<file path="src/rtl/gpio_pkg.sv">
// Shared types and register offsets for the GPIO MMIO slave.
package gpio_pkg;

    typedef enum logic [1:0] {
        S_IDLE,
        S_ACTIVE,
        S_DONE
    } state_t;

    localparam logic [7:0] OFF_OUT = 8'h00;
    localparam logic [7:0] OFF_SET = 8'h04;
    localparam logic [7:0] OFF_CLR = 8'h08;
    localparam logic [7:0] OFF_IN  = 8'h0C;
    localparam logic [7:0] OFF_EN  = 8'h10;
    localparam logic [7:0] OFF_STS = 8'h14;
    localparam logic [7:0] OFF_DEB = 8'h18;

endpackage

</file>
<file path="src/rtl/gpio_debounce.sv">
// One input bit: 2-flop synchroniser, debounce counter, rising-edge pulse.
module gpio_debounce #(
    parameter int DEB_W = 16
) (
    input  logic             clk,
    input  logic             arst_n,
    input  logic             pin,
    input  logic [DEB_W-1:0] deb_cycles,
    output logic             level,
    output logic             rise
);

    logic             s1;
    logic             s2;
    logic [DEB_W-1:0] cnt;
    logic [DEB_W-1:0] cnt_nxt;
    logic [DEB_W:0]   inc;
    logic             lvl_nxt;

    // >= lets a lowered threshold take effect at once; count never wraps
    always_comb begin
        inc     = {1'b0, cnt} + {{DEB_W{1'b0}}, 1'b1};
        lvl_nxt = level;
        cnt_nxt = '0;
        if (deb_cycles == '0) begin
            lvl_nxt = s2;
        end else if (s2 != level) begin
            if (inc >= {1'b0, deb_cycles}) begin
                lvl_nxt = s2;
            end else begin
                cnt_nxt = inc[DEB_W-1:0];
            end
        end
    end

    always_ff @(posedge clk or negedge arst_n) begin
        if (!arst_n) begin
            s1    <= 1'b0;
            s2    <= 1'b0;
            cnt   <= '0;
            level <= 1'b0;
            rise  <= 1'b0;
        end else begin
            s1    <= pin;
            s2    <= s1;
            cnt   <= cnt_nxt;
            level <= lvl_nxt;
            rise  <= lvl_nxt & ~level;
        end
    end

endmodule

</file>
<file path="src/rtl/gpio_ctrl.sv">
// GPIO slave: slot-bus FSM, register file, debounced inputs and irq.
module gpio_ctrl
    import gpio_pkg::*;
#(
    parameter int NUM_IN  = 9,
    parameter int NUM_OUT = 4,
    parameter int DEB_W   = 16,
    parameter int DEB_RST = 1000
) (
    input  logic               clk,
    input  logic               arst_n,
    input  logic               chip_select,
    input  logic               read,
    input  logic               write,
    input  logic               transaction_completed,
    input  logic [7:0]         addr,
    input  logic [31:0]        wr_data,
    output logic [31:0]        rd_data,
    output logic               wr_done,
    output logic               rd_done,
    output logic               idle,
    output logic               slave_error,
    output logic               decode_error,
    output logic               irq,
    input  logic [NUM_IN-1:0]  in_ports,
    output logic [NUM_OUT-1:0] out_ports
);

    state_t             state;
    logic [7:0]         a_q;
    logic [31:0]        d_q;
    logic               w_q;
    logic [NUM_IN-1:0]  en_q;
    logic [NUM_IN-1:0]  sts_q;
    logic [NUM_IN-1:0]  lvl;
    logic [NUM_IN-1:0]  rise;
    logic [NUM_IN-1:0]  w1c;
    logic [DEB_W-1:0]   deb_q;
    logic [31:0]        rdata;
    logic               serr;
    logic               derr;
    logic               ok;
    logic               unused_ok;

    assign unused_ok = ^d_q;

    for (genvar i = 0; i < NUM_IN; i++) begin : g_in
        gpio_debounce #(.DEB_W(DEB_W)) u_deb (
            .clk        (clk),
            .arst_n     (arst_n),
            .pin        (in_ports[i]),
            .deb_cycles (deb_q),
            .level      (lvl[i]),
            .rise       (rise[i])
        );
    end

    always_comb begin
        rdata = '0;
        serr  = 1'b0;
        derr  = 1'b0;
        unique case (a_q)
            OFF_OUT:          rdata = 32'(out_ports);
            OFF_SET, OFF_CLR: serr  = !w_q;
            OFF_IN: begin
                serr  = w_q;
                rdata = 32'(lvl);
            end
            OFF_EN:           rdata = 32'(en_q);
            OFF_STS:          rdata = 32'(sts_q);
            OFF_DEB:          rdata = 32'(deb_q);
            default:          derr  = 1'b1;
        endcase
        ok = !serr && !derr;
    end

    assign w1c = (state == S_ACTIVE && w_q && a_q == OFF_STS)
               ? d_q[NUM_IN-1:0] : '0;

    always_ff @(posedge clk or negedge arst_n) begin
        if (!arst_n) begin
            state        <= S_IDLE;
            idle         <= 1'b1;
            a_q          <= '0;
            d_q          <= '0;
            w_q          <= 1'b0;
            rd_data      <= '0;
            wr_done      <= 1'b0;
            rd_done      <= 1'b0;
            slave_error  <= 1'b0;
            decode_error <= 1'b0;
            out_ports    <= '0;
            en_q         <= '0;
            deb_q        <= DEB_W'(DEB_RST);
        end else begin
            unique case (state)
                S_IDLE: begin
                    if (chip_select && (read || write)) begin
                        state <= S_ACTIVE;
                        idle  <= 1'b0;
                        a_q   <= addr;
                        d_q   <= wr_data;
                        w_q   <= write;
                    end
                end
                S_ACTIVE: begin
                    state        <= S_DONE;
                    wr_done      <= w_q && ok;
                    rd_done      <= !w_q && ok;
                    slave_error  <= serr;
                    decode_error <= derr;
                    rd_data      <= (!w_q && ok) ? rdata : '0;
                    if (w_q && ok) begin
                        unique case (a_q)
                            OFF_OUT: out_ports <= d_q[NUM_OUT-1:0];
                            OFF_SET: out_ports <= out_ports | d_q[NUM_OUT-1:0];
                            OFF_CLR: out_ports <= out_ports & ~d_q[NUM_OUT-1:0];
                            OFF_EN:  en_q      <= d_q[NUM_IN-1:0];
                            OFF_DEB: deb_q     <= d_q[DEB_W-1:0];
                            default: ;
                        endcase
                    end
                end
                S_DONE: begin
                    if (transaction_completed) begin
                        state        <= S_IDLE;
                        idle         <= 1'b1;
                        rd_data      <= '0;
                        wr_done      <= 1'b0;
                        rd_done      <= 1'b0;
                        slave_error  <= 1'b0;
                        decode_error <= 1'b0;
                    end
                end
                default: begin
                    state <= S_IDLE;
                    idle  <= 1'b1;
                end
            endcase
        end
    end

    // a new edge beats a same-cycle W1C of that bit
    always_ff @(posedge clk or negedge arst_n) begin
        if (!arst_n) begin
            sts_q <= '0;
            irq   <= 1'b0;
        end else begin
            sts_q <= (sts_q & ~w1c) | rise;
            irq   <= |(sts_q & en_q);
        end
    end

endmodule
</file>
<file path="config.mk">
export PLATFORM = sky130hd
export DESIGN_NAME = gpio_ctrl
export DESIGN_NICKNAME = d
export VERILOG_FILES = /design/src/rtl/gpio_pkg.sv /design/src/rtl/gpio_debounce.sv /design/src/rtl/gpio_ctrl.sv
export SDC_FILE = /design/constraint.sdc
export NUM_CORES = 1
export LEC_CHECK = 0
export ABC_AREA = 1
export ABC_CLOCK_PERIOD_IN_PS = 5400
export CORE_ASPECT_RATIO = 0.6
export CORE_MARGIN = 8
export CORE_UTILIZATION = 60
export CTS_CLUSTER_SIZE = 30
export DETAILED_ROUTE_END_ITERATION = 16
export PLACE_DENSITY = 0.77
export SLEW_MARGIN = 5
export SYNTH_ARGS = -nofsm -noshare
export SYNTH_HDL_FRONTEND = slang
export SYNTH_HIERARCHICAL = 1
export SYNTH_SLANG_ARGS = --single-unit
</file>
<file path="constraint.sdc">
create_clock -name clk -period 5.4 [get_ports clk]
set_clock_uncertainty 0.2 [all_clocks]
set_input_delay 0.54 -clock clk [delete_from_list [all_inputs] [get_ports clk]]
set_output_delay 0.54 -clock clk [all_outputs]
set_load 0.01 [all_outputs]
</file>
======== After elaboration in Yosys (flattened, before gate mapping) ========
Cells that the tools add are included.
word-level totals
  register bits after elaboration ......... 283
  output and inout bits ................... 42
  word-level logic and storage cells ...... 220
operators by class
  add/sub/neg operators ................... 9
  order comparisons ....................... 9
  equal/unequal tests ..................... 19
  muxes and demuxes ....................... 73
  bitwise logic cells ..................... 26
  reductions and logical operators ........ 24
operator list
  cell                   number
  $mux 16                27
  $add 16x1->17 const B  9
  $ge 17x16->1           9
  $pmux 16 s5            1
  $mux 32                2
  $pmux 32 s2            1
  $mux 1                 31
  $eq 8x5->1 const B     3
  $and 9x9->9            2
  $eq 8x4->1 const B     2
  $logic_not 16->1       1
  $pmux 4 s3             1
  $reduce_and 3->1       4
  $not 1->1              10
  $pmux 1 s2             5
  $and 1x1->1            9
  $mux 9                 1
  $ne 1x1->1             9
  $not 9->9              1
  $or 9x9->9             1
  $reduce_or 9->1        1
  $eq 8x3->1 const B     1
  $logic_not 8->1        1
  $reduce_or 7->1        1
  17 further kinds       27

======== Depth between registers and ports, before layout ========
Gate-level depths: netlist of the first run.
  word-level depth ........................ 8
  mapped depth ............................ 21

======== Modules after synthesis ========
The synthesis of the first run kept the hierarchy.
modules (own cells, without submodules)
  module                             times used  cells an instance  area an instance (um2)  sequential area each (um2)
  gpio_debounce (g_in[0].u_deb ...)  8           218                1,565.3                 500.5
  gpio_ctrl                          1           502                4,229.1                 2,185.8
  gpio_debounce (g_in[2].u_deb)      1           211                1,562.7                 500.5

======== Least setup slack after synthesis of the first run ========
No wires, ideal clock.
  path type ............................... register to register
  from .................................... register g_in[2].u_deb.cnt[0]
  to ...................................... register g_in[2].u_deb.cnt[12]
  setup time .............................. 0.072 ns
  arrival time ............................ 2.426 ns
  required time ........................... 5.128 ns
  path slack .............................. 2.702 ns
  cell stages (with the launch flop) ...... 22
  path buffers ............................ 1
  clock period less this slack ............ 2.698 ns
  cell sequence ........................... dfrtp_1 -> ha_1 -> nand2_1 -> inv_2 -> nand2_4 -> nor2_4 -> inv_1 -> nor2_1 -> nand2_1 -> o21ai_0 -> inv_1 -> ha_1 -> nand2_1 -> inv_1 -> nand2_1 -> nand2_1 -> nand2_1 -> o21ai_1 -> nor2_2 -> nand3_4 -> buf_6 -> nor2_1
on the way
  longest elaborated chain between the ends .. 5
RTL lines
  item                           line                 text
  from (decl)                    gpio_debounce.sv:15  logic [DEB_W-1:0] cnt;
  from (signal assigned)         gpio_debounce.sv:46  cnt <= cnt_nxt;
  $add 16x1->17 (*)              gpio_debounce.sv:22  inc = {1'b0, cnt} + {{DEB_W{1'b0}}, 1'b1};
  $ge 17x16->1                   gpio_debounce.sv:28  if (inc >= {1'b0, deb_cycles}) begin
  $mux 16 (*)                    gpio_debounce.sv:28
  $mux 16 (*)                    gpio_debounce.sv:27  end else if (s2 != level) begin
  $mux 16 (*)                    gpio_debounce.sv:25  if (deb_cycles == '0) begin
  net g_in[2].u_deb.cnt_nxt[12]  gpio_debounce.sv:16  logic [DEB_W-1:0] cnt_nxt;
Mark *: on every way through the listed nets, which the timed path passes. The rest lies on a longest branch.
A chain may end at the register's enable or synchronous reset.

======== Worst setup path in the final report of the first run ========
  from .................................... register g_in[5].u_deb.cnt[0]
  to ...................................... register g_in[5].u_deb.cnt[4]
on the way
  longest elaborated chain between the ends .. 5
RTL lines
  item                          line
  from (decl)                   gpio_debounce.sv:15
  from (signal assigned)        gpio_debounce.sv:46
  $add 16x1->17 (*)             gpio_debounce.sv:22
  $ge 17x16->1                  gpio_debounce.sv:28
  $mux 16 (*)                   gpio_debounce.sv:28
  $mux 16 (*)                   gpio_debounce.sv:27
  $mux 16 (*)                   gpio_debounce.sv:25
  net g_in[5].u_deb.cnt_nxt[4]  gpio_debounce.sv:16
Marked as above.

==> results of run 1 <==
## cells by family after synthesis
kind of cell             after synthesis  synth area share
AND/OR/NAND/NOR                     1283            0.3253
buffers and inverters                534            0.1177
flip-flops                           267            0.3653
adder cells (fa/ha/maj)              153            0.1045
XOR/XNOR                             116           0.05548
AO/OA/AOI/OAI                        103           0.03150
other                                  1         0.0002048
## layer usage
| metal | part of all wire | vias up | GRT usage |
|---|---|---|---|
| met1 | 0.47 | 7169 | 0.3564 |
| met4 | 0.027 | 0 | 0.06862 |
| met5 | 0 | - | 0 |
| met2 | 0.43 | 502 | 0.3882 |
| li1 | - | 7558 | - |
| met3 | 0.077 | 100 | 0.04614 |
## final cells by class
cell class / instances / share of cell area
clock buffers: 38 / 0.04029
multi-input cells: 1671 / 0.4684
inverters: 496 / 0.09152
repair buffers: 70 / 0.03469
flip-flops and latches: 267 / 0.3289
well taps: 408 / 0.02509
clock inverters: 14 / 0.01119
## worst paths after layout
path / startpoint / endpoint / slack [ns] / cells after the start
worst min-delay path: g_in[3].u_deb/s1 / g_in[3].u_deb/s2 / 0.15 / 0
max in group asynchronous: arst_n / g_in[8].u_deb/cnt[4] / 3.27 / 3
worst min register to register: g_in[3].u_deb/s1 / g_in[3].u_deb/s2 / 0.15 / 0
worst max-delay path: g_in[5].u_deb/cnt[0] / g_in[5].u_deb/cnt[4] / 2.20 / 20
min in group asynchronous: arst_n / state[1] / 0.48 / 2
worst max register to register: g_in[5].u_deb/cnt[0] / g_in[5].u_deb/cnt[4] / 2.20 / 20
## stage by stage
stage	cells	total power, mW
after floorplan	2472	2.620
after global placement	2911	2.825
after detailed placement	2911	2.846
after CTS	2964	5.057
after global routing	2964	5.214
final	2964	5.022
## power groups by stage
stage / combinational [mW] / sequential (mW) / clock (mW)
finish: 0.596 / 2.22 / 2.20
global route: 0.661 / 2.23 / 2.32
CTS: 0.598 / 2.22 / 2.24
detailed placement: 0.592 / 2.25 / 0
global placement: 0.576 / 2.25 / 0
floorplan: 0.389 / 2.23 / 0
## what timing repair did
item / CTS / global route
hold buffers: 1 / 0
endpoints found under the setup margin: 0 / 0
gates resized for setup: 0 / 0
endpoints found under the hold margin: 122 / 0
## cell usage in the layout, fill, tap and decap left out, types with 36 or more instances in the layout
cell type,synthesis,routed
o21ai_0,43,43
a21oi_1,37,36
nand3_1,112,112
nor2_1,313,313
inv_1,481,481
xor2_1,92,92
nand2_2,45,45
nand2_1,602,602
nor2_2,110,110
dfrtp_1,260,260
clkdlybuf4s50_1,0,63
ha_1,153,153
## state kept, by name (all words and copies together), names as in the netlist, 2 cells and up
name              count
g_in.u_deb/s2         9
a_q                   8
en_q                  9
out_ports             4
g_in.u_deb/rise       9
d_q                  16
g_in.u_deb/s1         9
g_in.u_deb/level      9
sts_q                 9
g_in.u_deb/cnt      144
rd_data              16
deb_q                16
state                 2
==> flow_summary.yaml, run 1 <==
route:
  drt_wl_total_um: 45330
  drtIter0Drc: 1353
  post_drt_via_cell_ratio: 5.172
  drcViolationCount: 0
  ant_nets: 0
  vias: 15330
  wl_per_cell_um: 15.29
  drt_pass1_iterations: 5
min_path:
  hold_path_class: "flip-flop to flip-flop"
sta:
  slew_violations: 0
  fmax_ghz: 0.3129
  tns_ns: 0
  relSlewSlack: 0.1662
  fin_crit_sh: 0.5918
  post-route-min-period_ns: 3.196
  setup_viol: 0
  tightest_slew_ns: 1.251
  hold_violations: 0
  grt_setup_unrepaired: "no"
  fin_ws_ns: 2.204
  holdWs_ns: 0.1468
global_routing:
  grt_first_pass_wirelength_um: 75270
  grt.overflow.total: 0
  antenna_found_initial: 0
  grt_usage: 0.2499
  grt_max_degree: 131
  grt_pass1_vias: 14780
yosys:
  synth_edf_count: 0
  yosysSeqAreaShare: 0.3653
  ys_ff_latch: 267
  synth_commonest_cells: "nand2_1, inv_1, nor2_1"
  ys.flop_type: "dfrtp_1"
  syn_area_um2: 18310
  ys_async_sr_fraction: 1.000
  synth_top_cell_by_area: "dfrtp_1"
  synth_cells: 2457
  post-synth-top-count-cell: "nand2_1"
  synth_area_leaders: "dfrtp_1, nand2_1, ha_1"
  ys_types: 43
  syn_avg_cell_area_um2: 7.454
  synth_top_area_frac: 0.3553
  ys_warn_count: 6
clock_network:
  clock_sinks: 267
  tritoncts: "built"
  root_buffer: "clkbuf_16"
  clock_path_buffers: 3
  numCtsBuffers: 28
  clk_pin_slew_worst_paths_ns: 0.07
  cts_setup_buffers: 0
  clkLatencyLatePin_ns: 0.57
  h-tree-depth: 1
cells_and_area:
  fill_cells: 2473
  final_util: 0.6786
  syn_to_final_growth_pct: 11.08
  multi_input_area_um2: 9528
  seq_area_um2: 6690
  drive_gt1_frac: 0.1142
  final_nets: 2742
  n_antenna_cell: 0
  design_area_um2: 20340
critical_path:
  slowest_stage: "dfrtp_1"
  path_cells: "ha_1 -> nand2_1 -> nor2_4 -> nand2_2 -> nor2_1 -> inv_1 -> nand2_1 -> inv_1 -> or2_2 -> inv_1 -> ha_1 -> nand2_1 -> inv_1 -> nand2_1 -> nor2_1 -> nand2_1 -> nand3_1 -> nand2_1 -> nand4_4 -> nor2_1"
  cp_max_fo: 16
  crit_path_frequent_cell: "nand2_1"
  cp-end-kind: "flip-flop"
  cp-start-kind: "flip-flop"
  crit_arrival_ns: 3.47
  critical_path.top_delay_family: "simple AND/OR/NAND/NOR gates"
  worst-path-buf-inv: 4
  path_class: "flip-flop to flip-flop"
  cpPeakStageDelay_ns: 0.40
  required_ns: 5.67
floorplan:
  die_h_um: 151.3
  fp.dieW_um: 241.5
  die_area_um2: 36550
  num_io_pins: 97
  start_util: 0.6109
  coreArea_um2: 29980
  num_rows: 49
power_and_ir_drop:
  seqPwrFrac: 0.442
  p_int_mw: 3.649
  power.static_leakage_nw: 10.41
  combPwrFrac: 0.119
  vdd_drop_max_uv: 234.1
  power_density_nw_per_um2: 246.8
  sw_frac_of_total: 0.2733
  p_sw_mw: 1.372
  clkPwrFrac: 0.439
placement:
  routabilityCongestion: 0.8938
  place_ws_ns: 2.138
  place_area_um2: 19290
  io_buffers: 64
  hpwl_um: 32550
flow_run:
  cap_violations: 0
run_status:
  outcome: "complete, no violations"
Note: power is estimated with default switching activity, not from simulation.
==> inputs of run 2 (changes only) <==
--- a/config.mk
+++ b/config.mk
@@ -6,7 +6,7 @@
 export NUM_CORES = 1
 export LEC_CHECK = 0
 export ABC_AREA = 1
-export ABC_CLOCK_PERIOD_IN_PS = 5400
+export ABC_CLOCK_PERIOD_IN_PS = 3200
 export CORE_ASPECT_RATIO = 0.6
 export CORE_MARGIN = 8
 export CORE_UTILIZATION = 60
==> constraint.sdc (replaced) <==
create_clock -name clk -period 3.2 [get_ports clk]
set_clock_uncertainty 0.2 [all_clocks]
set_input_delay 0.32 -clock clk [delete_from_list [all_inputs] [get_ports clk]]
set_output_delay 0.32 -clock clk [all_outputs]
set_load 0.01 [all_outputs]
==> run 2 against run 1 <==
  * Clock-buffer cell count down 4
  * Critical path depth up 1
  * Global-route usage up 0.53 points
  * Clock power up 51%
  * Sequential share of layout area down 0.62 points
  * Non-clock buffer count up 46
  * Sequential cell count unchanged
  * Critical endpoint is now g_in[6].u_deb/cnt[12]
  * Highest routed layer unchanged
==> flow_summary.yaml, run 2 (synthesized netlist as in run 1, its figures left out) <==
global_routing:
  grt.overflow.total: 0
  antenna_found_initial: 0
  grt_usage: 0.2552
  grt_pass1_vias: 15280
  grt_first_pass_wirelength_um: 76430
  grt_use_met3: 0.05284
  grt_use_met1: 0.3596
  use_met2: 0.3960
  grt_max_degree: 79
  grt.busiest_layer: "met2"
flow_run:
  cap_violations: 0
clock_network:
  h-tree-depth: 1
  tritoncts: "built"
  numCtsBuffers: 27
  clock_path_buffers: 3
  root_buffer: "clkbuf_16"
  clk_pin_slew_worst_paths_ns: 0.06
  clock_sinks: 267
  clkLatencyLatePin_ns: 0.56
power_and_ir_drop:
  p_sw_mw: 2.295
  power.static_leakage_nw: 10.65
  clkPwrFrac: 0.409
  combPwrFrac: 0.130
  sw_frac_of_total: 0.2829
  seqPwrFrac: 0.460
  p_total_mw: 8.112
  p_int_mw: 5.817
  power_density_nw_per_um2: 391.3
  vdd_drop_max_uv: 420.1
placement:
  io_buffers: 64
  hpwl_um: 33250
  routabilityCongestion: 0.9306
  place_area_um2: 19450
run_status:
  outcome: "complete, no violations"
route:
  vias: 15630
  ant_nets: 0
  drtIter0Drc: 1505
  drt_pass1_iterations: 5
  wl_per_cell_um: 15.60
  post_drt_via_cell_ratio: 5.197
  drcViolationCount: 0
  drt_wl_total_um: 46940
floorplan:
  num_rows: 49
  fp.dieW_um: 241.5
  die_area_um2: 36550
  start_util: 0.6109
  die_h_um: 151.3
  num_io_pins: 97
  coreArea_um2: 29980
critical_path:
  cp-end-kind: "flip-flop"
  crit_arrival_ns: 3.33
  cp_max_fo: 12
  critical_path.top_delay_family: "simple AND/OR/NAND/NOR gates"
  crit_path_frequent_cell: "nand2_1"
  cpPeakStageDelay_ns: 0.40
  path_cells: "ha_1 -> nand2_1 -> nor2_4 -> nand2_2 -> nor2_1 -> inv_1 -> nand2_1 -> inv_1 -> or2_2 -> inv_1 -> ha_1 -> nand2_1 -> nand2_1 -> nand2_1 -> nand2_1 -> nand2_1 -> nand3_1 -> nand2_2 -> nand4_4 -> buf_12 -> nor2_2"
  path_class: "flip-flop to flip-flop"
  cp-start-kind: "flip-flop"
  worst-path-buf-inv: 4
  slowest_stage: "dfrtp_1"
  r2r_setup_slack_ns: 0.17
  required_ns: 3.49
cells_and_area:
  final_common_cell: "nand2_1"
  max_flop_register: "g_in.u_deb/cnt"
  design_area_um2: 20730
  layout_common_cells: "nand2_1, inv_1, nor2_1"
  n_antenna_cell: 0
  fill_cells: 2430
  multi_input_area_um2: 9555
  seq_area_um2: 6690
  largest_register_ffs: 144
  final_nets: 2787
  drive_gt1_frac: 0.1292
  syn_to_final_growth_pct: 13.21
  final_util: 0.6916
min_path:
  hold_path_class: "primary input to flip-flop"
sta:
  slew_violations: 0
  fin_crit_sh: 0.9483
  tightest_slew_ns: 1.133
  holdWs_ns: 0.02464
  setup_viol: 0
  tns_ns: 0
  fmax_ghz: 0.3296
  grt_setup_unrepaired: "no"
  hold_violations: 0
  post-route-min-period_ns: 3.034
  relSlewSlack: 0.2445
## run 2: final cells by class
class / instances / area share
clock buffer: 34 / 0.03627
clock inverter: 16 / 0.008207
inverter: 496 / 0.08980
multi-input combinational: 1671 / 0.4609
sequential: 267 / 0.3227
tap: 408 / 0.02462
timing repair buffer: 116 / 0.05757
## run 2: final timing paths
kind                       cells past startpoint                  from                     to
setup / recovery                              21  g_in[6].u_deb/cnt[0]  g_in[6].u_deb/cnt[12]
hold / removal                                 1           in_ports[5]       g_in[5].u_deb/s1
setup reg to reg                              21  g_in[6].u_deb/cnt[0]  g_in[6].u_deb/cnt[12]
hold reg to reg                                0      g_in[8].u_deb/s1       g_in[8].u_deb/s2
max in group asynchronous                      3                arst_n  g_in[1].u_deb/cnt[10]
min in group asynchronous                      2                arst_n                d_q[12]
## run 2: power by group through the flow
| stage | clock, mW | sequential [mW] | combinational (mW) |
|---|---|---|---|
| after floorplan | 0 | 3.77 | 0.657 |
| after global placement | 0 | 3.79 | 1.00 |
| after detailed placement | 0 | 3.79 | 1.04 |
| after CTS | 3.38 | 3.73 | 1.05 |
| after global routing | 3.53 | 3.76 | 1.17 |
| final | 3.32 | 3.74 | 1.06 |
## run 2: repair_timing
item,in CTS,in global routing
setup endpoints to repair,1,148
endpoints found under the hold margin,80,0
pin swaps,1,13
gates resized for setup,0,8
setup buffers,0,21
hold buffers,8,0
cloned,0,0
## run 2: worst reg2reg max path, cell delays in order (launching register included)
cell,delay (ns)
dfrtp_1,0.40
ha_1,0.19
nand2_1,0.11
nor2_4,0.18
nand2_2,0.11
nor2_1,0.10
inv_1,0.06
nand2_1,0.06
inv_1,0.04
or2_2,0.29
inv_1,0.11
ha_1,0.26
nand2_1,0.07
nand2_1,0.05
nand2_1,0.05
nand2_1,0.04
nand2_1,0.06
nand3_1,0.09
nand2_2,0.12
nand4_4,0.11
buf_12,0.18
nor2_2,0.09
## run 2: metrics by stage
step,instances,setup slack (ns)
after global placement,2929,0.1168
final,3008,0.1656
after floorplan,2472,0.5019
after global routing,3008,0.0001832
after CTS,2987,0.002442
after detailed placement,2929,0.04718
## run 2: per-layer routing
metal | vias up | part of all wire
met5 | - | 0
met4 | 0 | 0.027
met2 | 564 | 0.43
met1 | 7319 | 0.45
li1 | 7656 | -
met3 | 95 | 0.084
